--- src/rtl/uart_prog_loader.sv ---
// UART program loader: receives 8N1 bytes while prog is high and writes them to a
// byte-addressed memory, packed four per word or one byte per write.
module uart_prog_loader #(
  parameter int unsigned       CLK_PER_BIT = 868,
  parameter int unsigned       ADDR_W      = 12,
  parameter logic [ADDR_W-1:0] BASE_ADDR   = '0,
  parameter bit                WORD_MODE   = 1'b1
) (
  input  logic              clk,
  input  logic              Rst,
  input  logic              prog,
  input  logic              rx,
  output logic              mem_wea,
  output logic [3:0]        mem_en,
  output logic [ADDR_W-1:0] mem_addr,
  output logic [31:0]       mem_din,
  output logic              busy,
  output logic              done,
  output logic              frame_err,
  output logic [ADDR_W:0]   byte_cnt
);

  localparam logic [15:0]       HALF_M1 = 16'(CLK_PER_BIT / 2 - 1);
  localparam logic [15:0]       BIT_M1  = 16'(CLK_PER_BIT - 1);
  localparam logic [ADDR_W-1:0] ADDR_1  = ADDR_W'(1);
  localparam logic [ADDR_W-1:0] ADDR_4  = ADDR_W'(4);
  localparam logic [ADDR_W:0]   CNT_1   = (ADDR_W + 1)'(1);

  typedef enum logic [2:0] {RX_IDLE, RX_START, RX_DATA, RX_STOP, RX_WAIT} rx_state_t;
  typedef enum logic [1:0] {S_OFF, S_RUN, S_DRAIN, S_FLUSH} ses_state_t;

  rx_state_t  rx_state, rx_state_nxt;
  ses_state_t ses, ses_nxt;

  logic              rx_s1, rx_s2, rx_prev;
  logic [15:0]       cnt, cnt_nxt;
  logic [2:0]        bit_idx, bit_idx_nxt;
  logic [7:0]        shreg;
  logic              shift_en, ferr_set;
  logic              acc_vld_p0;
  logic [7:0]        acc_byte_p0;
  logic              start_ses, flush_req, done_set, closing;
  logic [1:0]        lane;
  logic [31:0]       word_buf;
  logic [ADDR_W-1:0] addr;
  logic [ADDR_W-1:0] addr_aligned;

  // Byte enables for the lanes already filled when a partial word is flushed.
  function automatic logic [3:0] lane_mask(input logic [1:0] filled);
    lane_mask = (4'b0001 << filled) - 4'b0001;
  endfunction

  function automatic logic [31:0] lane_bits(input logic [3:0] m);
    lane_bits = {{8{m[3]}}, {8{m[2]}}, {8{m[1]}}, {8{m[0]}}};
  endfunction

  assign acc_byte_p0  = shreg;
  assign addr_aligned = {addr[ADDR_W-1:2], 2'b00};
  assign busy         = (ses != S_OFF);

  // Stage: rx synchronizer and receiver state
  always_ff @(posedge clk or negedge Rst) begin
    if (!Rst) begin
      rx_s1    <= 1'b1;
      rx_s2    <= 1'b1;
      rx_prev  <= 1'b1;
      rx_state <= RX_IDLE;
      cnt      <= '0;
      bit_idx  <= '0;
    end else begin
      rx_s1    <= rx;
      rx_s2    <= rx_s1;
      rx_prev  <= rx_s2;
      rx_state <= rx_state_nxt;
      cnt      <= cnt_nxt;
      bit_idx  <= bit_idx_nxt;
    end
  end

  always_ff @(posedge clk) begin
    if (shift_en) shreg <= {rx_s2, shreg[7:1]};
  end

  always_comb begin
    rx_state_nxt = rx_state;
    cnt_nxt      = cnt + 16'd1;
    bit_idx_nxt  = bit_idx;
    shift_en     = 1'b0;
    ferr_set     = 1'b0;
    acc_vld_p0   = 1'b0;
    // A frame already in its stop bit is allowed to finish after prog drops.
    if (!prog && rx_state != RX_STOP) begin
      rx_state_nxt = RX_IDLE;
      cnt_nxt      = '0;
    end else begin
      case (rx_state)
        RX_IDLE: begin
          cnt_nxt = '0;
          if (rx_prev && !rx_s2) rx_state_nxt = RX_START;
        end
        RX_START: if (cnt == HALF_M1) begin
          cnt_nxt      = '0;
          bit_idx_nxt  = '0;
          rx_state_nxt = rx_s2 ? RX_IDLE : RX_DATA;
        end
        RX_DATA: if (cnt == BIT_M1) begin
          cnt_nxt     = '0;
          shift_en    = 1'b1;
          bit_idx_nxt = bit_idx + 3'd1;
          if (bit_idx == 3'd7) rx_state_nxt = RX_STOP;
        end
        RX_STOP: if (cnt == BIT_M1) begin
          cnt_nxt = '0;
          if (rx_s2) begin
            acc_vld_p0   = 1'b1;
            rx_state_nxt = RX_IDLE;
          end else begin
            ferr_set     = 1'b1;
            rx_state_nxt = RX_WAIT;
          end
        end
        RX_WAIT: begin
          cnt_nxt = '0;
          if (rx_s2) rx_state_nxt = RX_IDLE;
        end
        default: rx_state_nxt = RX_IDLE;
      endcase
    end
  end

  // Session control: start, drain of a byte in flight, partial-word flush, done.
  always_comb begin
    ses_nxt   = ses;
    start_ses = 1'b0;
    flush_req = 1'b0;
    done_set  = 1'b0;
    closing   = (ses == S_RUN && !prog) || (ses == S_DRAIN);
    if (ses == S_OFF) begin
      if (prog) begin
        ses_nxt   = S_RUN;
        start_ses = 1'b1;
      end
    end else if (ses == S_FLUSH) begin
      done_set = 1'b1;
      ses_nxt  = S_OFF;
    end else if (closing) begin
      if (rx_state == RX_STOP) begin
        ses_nxt = S_DRAIN;
      end else if (WORD_MODE && lane != 2'd0) begin
        flush_req = 1'b1;
        ses_nxt   = S_FLUSH;
      end else begin
        done_set = 1'b1;
        ses_nxt  = S_OFF;
      end
    end
  end

  always_ff @(posedge clk) begin
    if (acc_vld_p0 && WORD_MODE) word_buf[8*lane +: 8] <= acc_byte_p0;
  end

  // Stage: memory write port and session counters
  always_ff @(posedge clk or negedge Rst) begin
    if (!Rst) begin
      ses       <= S_OFF;
      mem_wea   <= 1'b0;
      mem_en    <= '0;
      mem_addr  <= '0;
      mem_din   <= '0;
      done      <= 1'b0;
      frame_err <= 1'b0;
      byte_cnt  <= '0;
      lane      <= '0;
      addr      <= '0;
    end else begin
      ses      <= ses_nxt;
      mem_wea  <= 1'b0;
      mem_en   <= '0;
      mem_addr <= '0;
      mem_din  <= '0;
      done     <= done_set;
      if (start_ses) begin
        addr      <= BASE_ADDR;
        byte_cnt  <= '0;
        frame_err <= 1'b0;
        lane      <= '0;
      end else begin
        if (ferr_set) frame_err <= 1'b1;
        if (acc_vld_p0 && ses != S_OFF) begin
          if (byte_cnt != '1) byte_cnt <= byte_cnt + CNT_1;
          if (WORD_MODE) begin
            lane <= lane + 2'd1;
            if (lane == 2'd3) begin
              mem_wea  <= 1'b1;
              mem_en   <= 4'b1111;
              mem_addr <= addr_aligned;
              mem_din  <= {acc_byte_p0, word_buf[23:0]};
              addr     <= addr + ADDR_4;
            end
          end else begin
            mem_wea  <= 1'b1;
            mem_en   <= 4'b0001 << addr[1:0];
            mem_addr <= addr;
            mem_din  <= {4{acc_byte_p0}};
            addr     <= addr + ADDR_1;
          end
        end
        if (flush_req) begin
          mem_wea  <= 1'b1;
          mem_en   <= lane_mask(lane);
          mem_addr <= addr_aligned;
          mem_din  <= word_buf & lane_bits(lane_mask(lane));
          addr     <= addr + ADDR_4;
          lane     <= '0;
        end
      end
    end
  end

endmodule

--- config.mk ---
export PLATFORM = sky130hd
export DESIGN_NAME = uart_prog_loader
export DESIGN_NICKNAME = d
export VERILOG_FILES = /design/src/rtl/uart_prog_loader.sv
export SDC_FILE = /design/constraint.sdc
export NUM_CORES = 1
export LEC_CHECK = 0
export ABC_AREA = 1
export ABC_CLOCK_PERIOD_IN_PS = 2950
export BUFFER_PORTS_ARGS = -buffer_cell sky130_fd_sc_hd__buf_4
export CORE_MARGIN = 2
export CORE_UTILIZATION = 59
export DETAILED_ROUTE_END_ITERATION = 6
export GPL_TIMING_DRIVEN = 0
export PLACE_DENSITY = 0.78
export SYNTH_ARGS = -nofsm -noshare
export SYNTH_HDL_FRONTEND = slang
export SYNTH_SLANG_ARGS = --single-unit
--- constraint.sdc ---
create_clock -name clk -period 2.95 [get_ports clk]
set_input_delay 0.59 -clock clk [delete_from_list [all_inputs] [get_ports clk]]
set_output_delay 0.59 -clock clk [all_outputs]
set_load 0.02 [all_outputs]
==> Word level (Yosys, flattened, before mapping) <==
Cells that the tools add are included.
{ "totals": {"regBits": 145, "input_bits": 4, "wordCells": 152} }
{ "op_classes": {"addsub": 7, "eq_ne": 22, "shift": 3, "muxes": 75, "bitwise": 2, "n_reduce_logical": 25} }
{ "ops": {"columns": ["cell", "n"], "rows": [
  ["32-bit 2-to-1 mux", 4],
  ["12-bit 2-to-1 mux", 8],
  ["16-bit 2-to-1 mux", 3],
  ["16-bit one-hot mux with 3 select lines", 1],
  ["13-bit 2-to-1 mux", 3],
  ["5-bit negation with 34-bit output", 1],
  ["8-bit by 34-bit variable shift with 32-bit output (first input constant)", 1],
  ["8-bit by 34-bit variable part select with 32-bit output", 1],
  ["32-bit bitwise AND", 1],
  ["32-bit bitwise mux", 1],
  ["3-bit 2-to-1 mux", 10],
  ["1-bit 2-to-1 mux", 29],
  ["2-bit 2-to-1 mux", 10],
  ["3-bit inequality test (second input constant)", 6],
  ["16-bit by 1-bit adder with 16-bit output (second input constant)", 1],
  ["16-bit by 10-bit equality test with 1-bit output (second input constant)", 1],
  ["16-bit by 9-bit equality test with 1-bit output (second input constant)", 1],
  ["4-bit 2-to-1 mux", 4],
  ["3-bit one-hot mux with 5 select lines", 1],
  ["13-bit by 1-bit adder with 13-bit output (second input constant)", 1],
  ["13-bit inequality test (second input constant)", 1],
  ["12-bit by 3-bit adder with 12-bit output (second input constant)", 1],
  ["2-bit nonzero test", 6],
  ["3-bit nonzero test", 3],
  ["other kinds (22)", 35]
]} }

==> Longest topological paths before layout <==
Gate-level depths: netlist of the first run.
{ "depth": {"ltp_word": 8, "depth_mapped": 11} }

==> Least setup slack after synthesis of the first run <==
Ideal clock, no wire load.
{ "synth_timing": {"path_type": "register -> register", "from": "reg cnt[0]", "to": "reg shreg[0], in the netlist acc_byte_p0[0] (enable)", "t_arrival_ns": 1.930, "required_ns": 2.546, "path_slack_ns": 0.616, "path_stages_with_launch": 6, "path_buffers": 0, "path_cell_list": "dfrtp_1 > ha_1 > nand2_1 > nor2_1 > nand2_1 > nor4_1"} }
{ "synth_via": {"elab_chain_cells": 4} }
{ "synth_lines": {"columns": ["item", "line_no", "rtl"], "rows": [
  ["start, declared", "36", "logic [15:0] cnt, cnt_nxt;"],
  ["start signal, assigned", "75", "cnt <= cnt_nxt;"],
  ["16-bit by 10-bit equality test with 1-bit output", "106", "RX_DATA: if (cnt == BIT_M1) begin"],
  ["1-bit 2-to-1 mux", "106", null],
  ["1-bit 2-to-1 mux", "96", "case (rx_state)"],
  ["1-bit 2-to-1 mux", "92", "if (!prog && rx_state != RX_STOP) begin"],
  ["net shift_en", "39", "logic shift_en, ferr_set;"],
  ["end signal, assigned", "81", "if (shift_en) shreg <= {rx_s2, shreg[7:1]};"],
  ["end, declared", "38", "logic [7:0] shreg;"]
]} }
The timed path passes the listed nets, and every way through them passes these cells.
A chain may end at the register's enable or synchronous reset.

==> Worst setup path after layout of the first run <==
{ "layout_timing": {"from": "reg lane[0]", "to": "reg word_buf[4], data pin"} }
{ "layout_via": {"elab_chain_cells": 3, "word_cells_on_any_way": 4, "cone_classes": "add/sub: 1; shift: 2; mux: 1"} }
{ "layout_lines": {"columns": ["item", "line_no", "rtl"], "rows": [
  ["start, declared", "43", "logic [1:0] lane;"],
  ["start signal, assigned", "193", "lane <= lane + 2'd1;"],
  ["5-bit negation with 34-bit output (*)", "160", "if (acc_vld_p0 && WORD_MODE) word_buf[8*lane +: 8] <= acc_byte_p0;"],
  ["8-bit by 34-bit variable part select with 32-bit output / 8-bit by 34-bit variable shift with 32-bit output (equally long branches)", "160", null],
  ["32-bit bitwise mux (*)", "160", null],
  ["end signal, assigned by index", "160", null],
  ["end, declared", "44", "logic [31:0] word_buf;"]
]} }
Every way passes the cells marked *; elsewhere a longest branch is shown, timed or not.

==> key figures, run 1 <==
Clock tree
  • CTS tree: done
  • Cts hold-fix bufs: 0
  • Cts repair resizes: 0
  • Root buf cell: clkbuf_8
  • H-tree depth: 4
  • Worst skew pair latency: 520 ps
  • Sink Count: about 140
  • Clock slew at reported path FFs: around 60 ps
  • Number of CTS-inserted buffers: 17
  • Post-CTS Setup Inserts: 0
  • Clk buf depth: 2

Pwr
  • Sequential power share: a little under half
  • Worst vdd ir: 0.335 mV
  • Lkg Pwr: ~4 nW
  • Pwr/cell area: 591 nW/µm²
  • Combinational share of power: 7.2%
  • P_sw: approximately 1.0 mW
  • Power, Total: 4.55 mW
  • Clk pwr share: ~47%
  • Int Power: 3.50 mW
  • Switching Share: between 20% and 30%

Layout
  • Combined area of the multi-input logic cells: 2130 µm²
  • Fillers: between 700 and 800
  • Fraction of layout cells with a size suffix above 1: ~16%
  • Syn-to-layout area delta: 20.7%
  • Final antenna diode count: 0
  • Seq. cell area: about 3700 µm²
  • Nets: slightly above 800

Synthesis
  • Largest cells by area after synthesis: dfrtp_1 38%, edfxtp_1 19%, nand2_1 8.1%
  • Commonest cells post-synth: 138 x nand2_1, 120 x nor2_1, 101 x inv_1
  • Post-Synth Adder-Cell Area: 2.16%
  • Synth area leader: dfrtp_1
  • Synth Area in XOR/XNOR: under 10%
  • Seq cells post-synth: about 140
  • Async S/R FF share, synth: between 70% and 80%
  • Multiplexer area fraction after synthesis: 0%
  • Yosys warns: 0
  • Most common cell in the netlist: nand2_1
  • Post-Syn Instances: roughly 700
  • Unique cell type count in the Yosys netlist: 34
  • Top_reg_cell synth: dfrtp_1
  • Largest family of logic cells by synthesized area: simple AND/OR/NAND/NOR gates
  • Post-synth EDFFs: 40
  • Compound-gate portion of the synthesized area: under 10%
  • Post-synth top area share: slightly below 40%
  • Synthesized area: 6380 µm²
  • Post-synthesis sequential area ratio: about three fifths
  • Synth Area in Simple Gates: between 20% and 30%
  • Syn_area_per_cell: approximately 9 µm²

Global route
  • Initial antenna violation count: 0
  • First-pass GRT wire length: between 20000 and 25000 µm
  • Number of global-route vias before repair: 4818
  • Overflow after GRT: 0
  • Largest net degree at the start of global routing: ~100
  • GRT Total Usage: between 20% and 30%

Critical path
  • Reg2Reg Depth: 7
  • Reg2Reg Setup Slack: 240 ps
  • CP Max Fanout: 10
  • Reg2reg start: lane[0]
  • Startpoint type of the worst setup path: flop
  • Required time of the critical path: between 3000 and 4000 ps
  • CP arrival: 2980 ps
  • Kind of critical path: flop to flop
  • Reg2reg end: word_buf[4]
  • Critical Path End Type: flop

Floorplanning
  • Initial Util: between 60% and 70%
  • Area of the core: 10400 µm²
  • Die area: between 10000 and 15000 µm²
  • Total I/O pin count: 69
  • Die width: about 110 µm
  • Height of the die: around 110 µm
  • Row cnt: 37

Timing
  • Setup_tns: 0 ps
  • RSZ-0062 raised after global routing: false
  • Max transition margin: roughly 51%
  • Worst-Margin Slew: around 730 ps
  • Final period utilization: between 90% and 100%
  • Final slew viol count: 0
  • Final setup viols: 0
  • Clock Skew: about 7 ps
  • Minimum clock period: approximately 2700 ps
  • Peak Freq: ~370 MHz
  • Fin. Hold Viols: 0

Job
  • Max cap viols: 0

Routing
  • Routed Antenna Nets: 0
  • Routed vias/inst: around 5.3
  • Vias post-DR: slightly below 5000
  • Routed wire length per instance: about 14 µm
  • 1st-pass router iterations: 6
  • Drt total wl: roughly 13000 µm
  • Initial DRC Count: between 300 and 400
  • Drt drc: 0

Outcome
  • Status: complete, no violations

Worst hold path
  • Hold crit path type: input pin to asynchronous set/reset pin

Placed design
  • Buffers on Ports: 66
  • Gpl congestion: about 0.9
  • Post-DP HPWL: roughly 8900 µm
## kinds of logic after synthesis
family                     count (synthesis)
xor gates and xnor gates                  21
adders and majority gates                 11
other                                      1
DFF                                      141
AOI/OAI and AO/OA                         33
buffers and inverters                    127
and+or+nand+nor                          369
## cell usage in the layout, fill, tap and decap left out, types with 3 or more instances in the layout
master	n
nand2_1	138
nor2_1	120
inv_1	101
dfrtp_1	98
buf_4	73
nand3_1	66
edfxtp_1	40
o21ai_0	20
xor2_1	20
clkbuf_16	18
nor3_1	16
ha_1	11
nand4_1	9
a21oi_1	9
nand3b_1	9
clkbuf_1	6
clkinv_1	5
inv_2	5
buf_2	3
buf_6	3
bufinv_16	3
dfstp_2	3
## metrics by stage
| stage | cell area (µm²) | setup WS [ps] | util [%] | hold slack (ps) | std cells |
|---|---|---|---|---|---|
| 2_1_floorplan | 6380 | 616 | - | 294 | 704 |
| 3_3_place_gp | 7050 | 222 | 67.6 | 346 | 906 |
| 3_5_place_dp | 7060 | 223 | 67.8 | 347 | 907 |
| 4_1_cts | 7660 | 185 | 73.5 | 157 | 937 |
| 5_1_grt | 7690 | 19.7 | 73.9 | 64.1 | 938 |
| 6_report | 7690 | 240 | 73.9 | 29.2 | 938 |
## sequential cells by signal, indices dropped and copies added, names as in the netlist, 3 cells and up
name / cells
mem_din: 32
word_buf: 32
cnt: 16
byte_cnt: 13
addr: 10
mem_addr: 10
acc_byte_p0: 8
mem_en: 4
bit_idx: 3
rx_state: 3
## layout make-up
cell class / count / share of cell area (%)
inverters: 109 / 5.32
well taps: 136 / 2.21
clock buffers: 20 / 6.08
multi-input cells: 436 / 27.7
clock inverters: 10 / 1.74
flip-flops and latches: 141 / 48.5
repair buffers: 68 / 6.90
plain buffers: 18 / 1.51
## worst max-delay path, stage by stage, from the launching register on
cell      delay [ps]
dfrtp_1          400
clkbuf_1         350
inv_1            210
ha_1             330
clkbuf_1         390
clkinv_1         420
nand3_2          290
nor2_1            70
## power groups by stage
| stage | registers (mW) | clock network, mW | logic (mW) |
|---|---|---|---|
| 2_1_floorplan | 2.10 | 0 | 0.213 |
| 3_3_place_gp | 2.10 | 0 | 0.313 |
| 3_5_place_dp | 2.10 | 0 | 0.319 |
| 4_1_cts | 2.07 | 2.18 | 0.323 |
| 5_1_grt | 2.07 | 2.27 | 0.372 |
| 6_report | 2.07 | 2.15 | 0.327 |
## metal layers
| layer | GRT usage, % | part of all wire, % |
|---|---|---|
| met2 | 42.4 | 51 |
| met4 | 9.62 | 2.4 |
| met3 | 5.67 | 6.3 |
| met1 | 30.2 | 40 |
| met5 | 0 | 0 |
## how the worst max path moves through the flow
| stage | depth (start not counted) | endpoint | slack [ps] | from |
|---|---|---|---|---|
| finish | 7 | word_buf[4] | 240 | lane[0] |
| global route | 7 | word_buf[7] | 20 | lane[0] |
| CTS | 7 | word_buf[6] | 190 | lane[0] |
| detailed placement | 7 | word_buf[3] | 220 | lane[0] |
| global placement | 5 | acc_byte_p0[1] | 220 | cnt[0] |
| floorplan | 5 | acc_byte_p0[0] | 620 | cnt[0] |
Power figures use the tool's default switching activity.
==> run 2: changes to the inputs <==
- CORE_UTILIZATION: 59 -> 30
- PLACE_DENSITY: 0.78 -> 0.44
==> run 2 against run 1 <==
  * Core utilization down 37 points
  * Critical path type unchanged
  * Global-route usage shrank 11 points
  * Cell area grew 1.5%
  * Critical path depth fell by 1
  * Worst hold slack better by 61 ps
  * Register-to-register slack improved by 80 ps
==> key figures, run 2 (synthesis gave the netlist of run 1 again) <==
Critical path
  • CP max-delay cell: nor2_1
  • Critical Path Source: lane[0]
  • Worst Path Buf+Inv: 4 (unchanged)
  • Required time of the critical path: 3000 ps (-220 ps)
  • Critical Path End Type: flop
  • CP Max Fanout: 10 (unchanged)
  • Reg2reg start: lane[0]
  • Crit path cell chain: clkbuf_1 -> inv_1 -> ha_1 -> buf_2 -> clkinv_1 -> nor2_1
  • CP max stage delay: 610 ps (+190 ps)
  • Startpoint type of the worst setup path: flop
  • CP arrival: 2680 ps (-300 ps)
  • Crit path max-delay family: buffers and inverters
  • Kind of critical path: flop to flop

Global route
  • Overflow after GRT: 0 (unchanged)
  • First-pass GRT wire length: 23000 µm (+4.0%)
  • GRT Total Usage: 13.1% (-11 points)
  • Initial antenna violation count: 0 (unchanged)
  • Largest net degree at the start of global routing: 102 (unchanged)
  • Number of global-route vias before repair: 4576 (-5.0%)

Placed design
  • Post-place instance area: 7230 µm² (+2.5%)
  • Post-DP HPWL: 9760 µm (+9.8%)
  • Gpl congestion: 0.837 (-6.3%)
  • Buffers on Ports: 66 (unchanged)

Layout
  • Final antenna diode count: 0 (unchanged)
  • Nets: 805 (-0.12%)
  • Finished layout cell area: 7810 µm² (+1.5%)
  • Combined area of the multi-input logic cells: 2130 µm² (-0.23%)
  • Top flop regs: mem_din: 32 flops, word_buf: 32 flops, cnt: 16 flops
  • Syn-to-layout area delta: 22.5%
  • Commonest non-fill, non-tap cells in the layout: 138 x nand2_1, 120 x nor2_1, 101 x inv_1, 98 x dfrtp_1, 72 x buf_4
  • Fillers: 2152 (+190%)
  • Commonest non-fill, non-tap cell in the layout: nand2_1
  • Fraction of layout cells with a size suffix above 1: 15.9% (+0.35 points)
  • Seq. cell area: 3730 µm² (unchanged)

Timing
  • Final setup viols: 0 (unchanged)
  • Peak Freq: 380 MHz (+2.9%)
  • Fin. Hold Viols: 0 (unchanged)
  • Max transition margin: 53.1% (+2.2 points)
  • Final period utilization: 89.2% (-2.6 points)
  • Setup_tns: 0 ps (unchanged)
  • Clock Skew: 10.8 ps (+4.00 ps)
  • RSZ-0062 raised after global routing: false
  • Final slew viol count: 0 (unchanged)
  • Worst-Margin Slew: 701 ps (-32.6 ps)
  • Minimum clock period: 2630 ps (-77.3 ps)

Pwr
  • P_sw: 1.10 mW (+4.8%)
  • Worst vdd ir: 0.362 mV (+8.0%)
  • Power, Total: 4.34 mW (-4.5%)
  • Switching Share: 25.2% (+2.2 points)
  • Lkg Pwr: 3.88 nW (-1.2%)
  • Pwr/cell area: 556 nW/µm² (-5.9%)
  • Clk pwr share: 45.0% (-2.4 points)
  • Combinational share of power: 7.5% (+0.3 points)
  • Int Power: 3.25 mW (-7.3%)
  • Sequential power share: 47.6% (+2.2 points)

Routing
  • Vias post-DR: 4704 (-5.0%)
  • Routed wire length per instance: 12.7 µm (-10%)
  • Drt drc: 0 (unchanged)
  • Drt total wl: 13700 µm (+3.2%)
  • Routed Antenna Nets: 0 (unchanged)
  • Routed vias/inst: 4.36 (-17%)
  • Initial DRC Count: 241 (-32%)
  • 1st-pass router iterations: 4 (-2)

Floorplanning
  • Area of the core: 21000 µm² (+100%)
  • Height of the die: 150 µm (+39%)
  • Die width: 150 µm (+39%)
  • Total I/O pin count: 69 (unchanged)
  • Row cnt: 53 (+43%)
  • Initial Util: 30.4% (-31 points)
  • Die area: 22400 µm² (+93%)

Clock tree
  • Clock slew at reported path FFs: 60 ps (about the same)
  • Cts hold-fix bufs: 0 (unchanged)
  • Sink Count: 141 (unchanged)
  • H-tree depth: 4 (unchanged)
  • Clk buf depth: 2 (unchanged)
  • CTS tree: done
  • Worst skew pair latency: 420 ps (-100 ps)
  • Number of CTS-inserted buffers: 17 (unchanged)
  • Root buf cell: clkbuf_16

Job
  • Max cap viols: 0 (unchanged)

Worst hold path
  • Hold crit path type: input pin to asynchronous set/reset pin

Outcome
  • Status: complete, no violations
-- run 2: repair_timing --
action,CTS,global route
resized for setup,0,1
setup buffers,0,0
endpoints found under the setup margin,0,8
-- run 2: path summary, 6_finish.rpt --
path | to | slack [ps] | depth (start not counted)
hold / removal | mem_din[16] | 90 | 1
setup reg to reg | word_buf[7] | 320 | 6
min in group clk | rx_s1 | 290 | 1
hold reg to reg | rx_s2 | 360 | 0
max in group asynchronous | addr[9] | 2240 | 2
setup / recovery | word_buf[7] | 320 | 6
-- run 2: cell type report --
type | instances | share of cell area [%]
clock buffer | 20 | 5.85
multi-input combinational | 436 | 27.3
inverter | 109 | 5.29
sequential | 141 | 47.8
clock inverter | 12 | 1.14
tap | 275 | 4.41
timing repair buffer | 68 | 6.84
buffer | 17 | 1.44
-- run 2: per-stage QoR --
step	setup WS (ps)	util, %	hold WS, ps	cells
global route	51.1	37.3	109	1078
CTS	181	37.1	273	1078
floorplan	616	-	294	704
finish	317	37.3	90.0	1078
global placement	69.9	34.5	349	1045
detailed placement	209	34.5	349	1046
-- run 2: layer usage --
| metal | share of wire [%] | up-vias | wire [µm] | global-route usage (%) |
|---|---|---|---|---|
| li1 | - | 2385 | - | - |
| met1 | 48 | 2208 | 6620 | 18.1 |
| met2 | 46 | 94 | 6350 | 20.2 |
| met3 | 3.9 | 17 | 532 | 3.32 |
| met4 | 1.3 | 0 | 174 | 4.53 |
| met5 | 0 | - | 0 | 0 |
-- run 2: power by group through the flow --
| stage | sequential (mW) | combinational (mW) | clock, mW |
|---|---|---|---|
| global route | 2.07 | 0.371 | 2.14 |
| finish | 2.07 | 0.325 | 1.95 |
| CTS | 2.07 | 0.331 | 2.01 |
| floorplan | 2.10 | 0.213 | 0 |
| global placement | 2.10 | 0.328 | 0 |
| detailed placement | 2.10 | 0.330 | 0 |
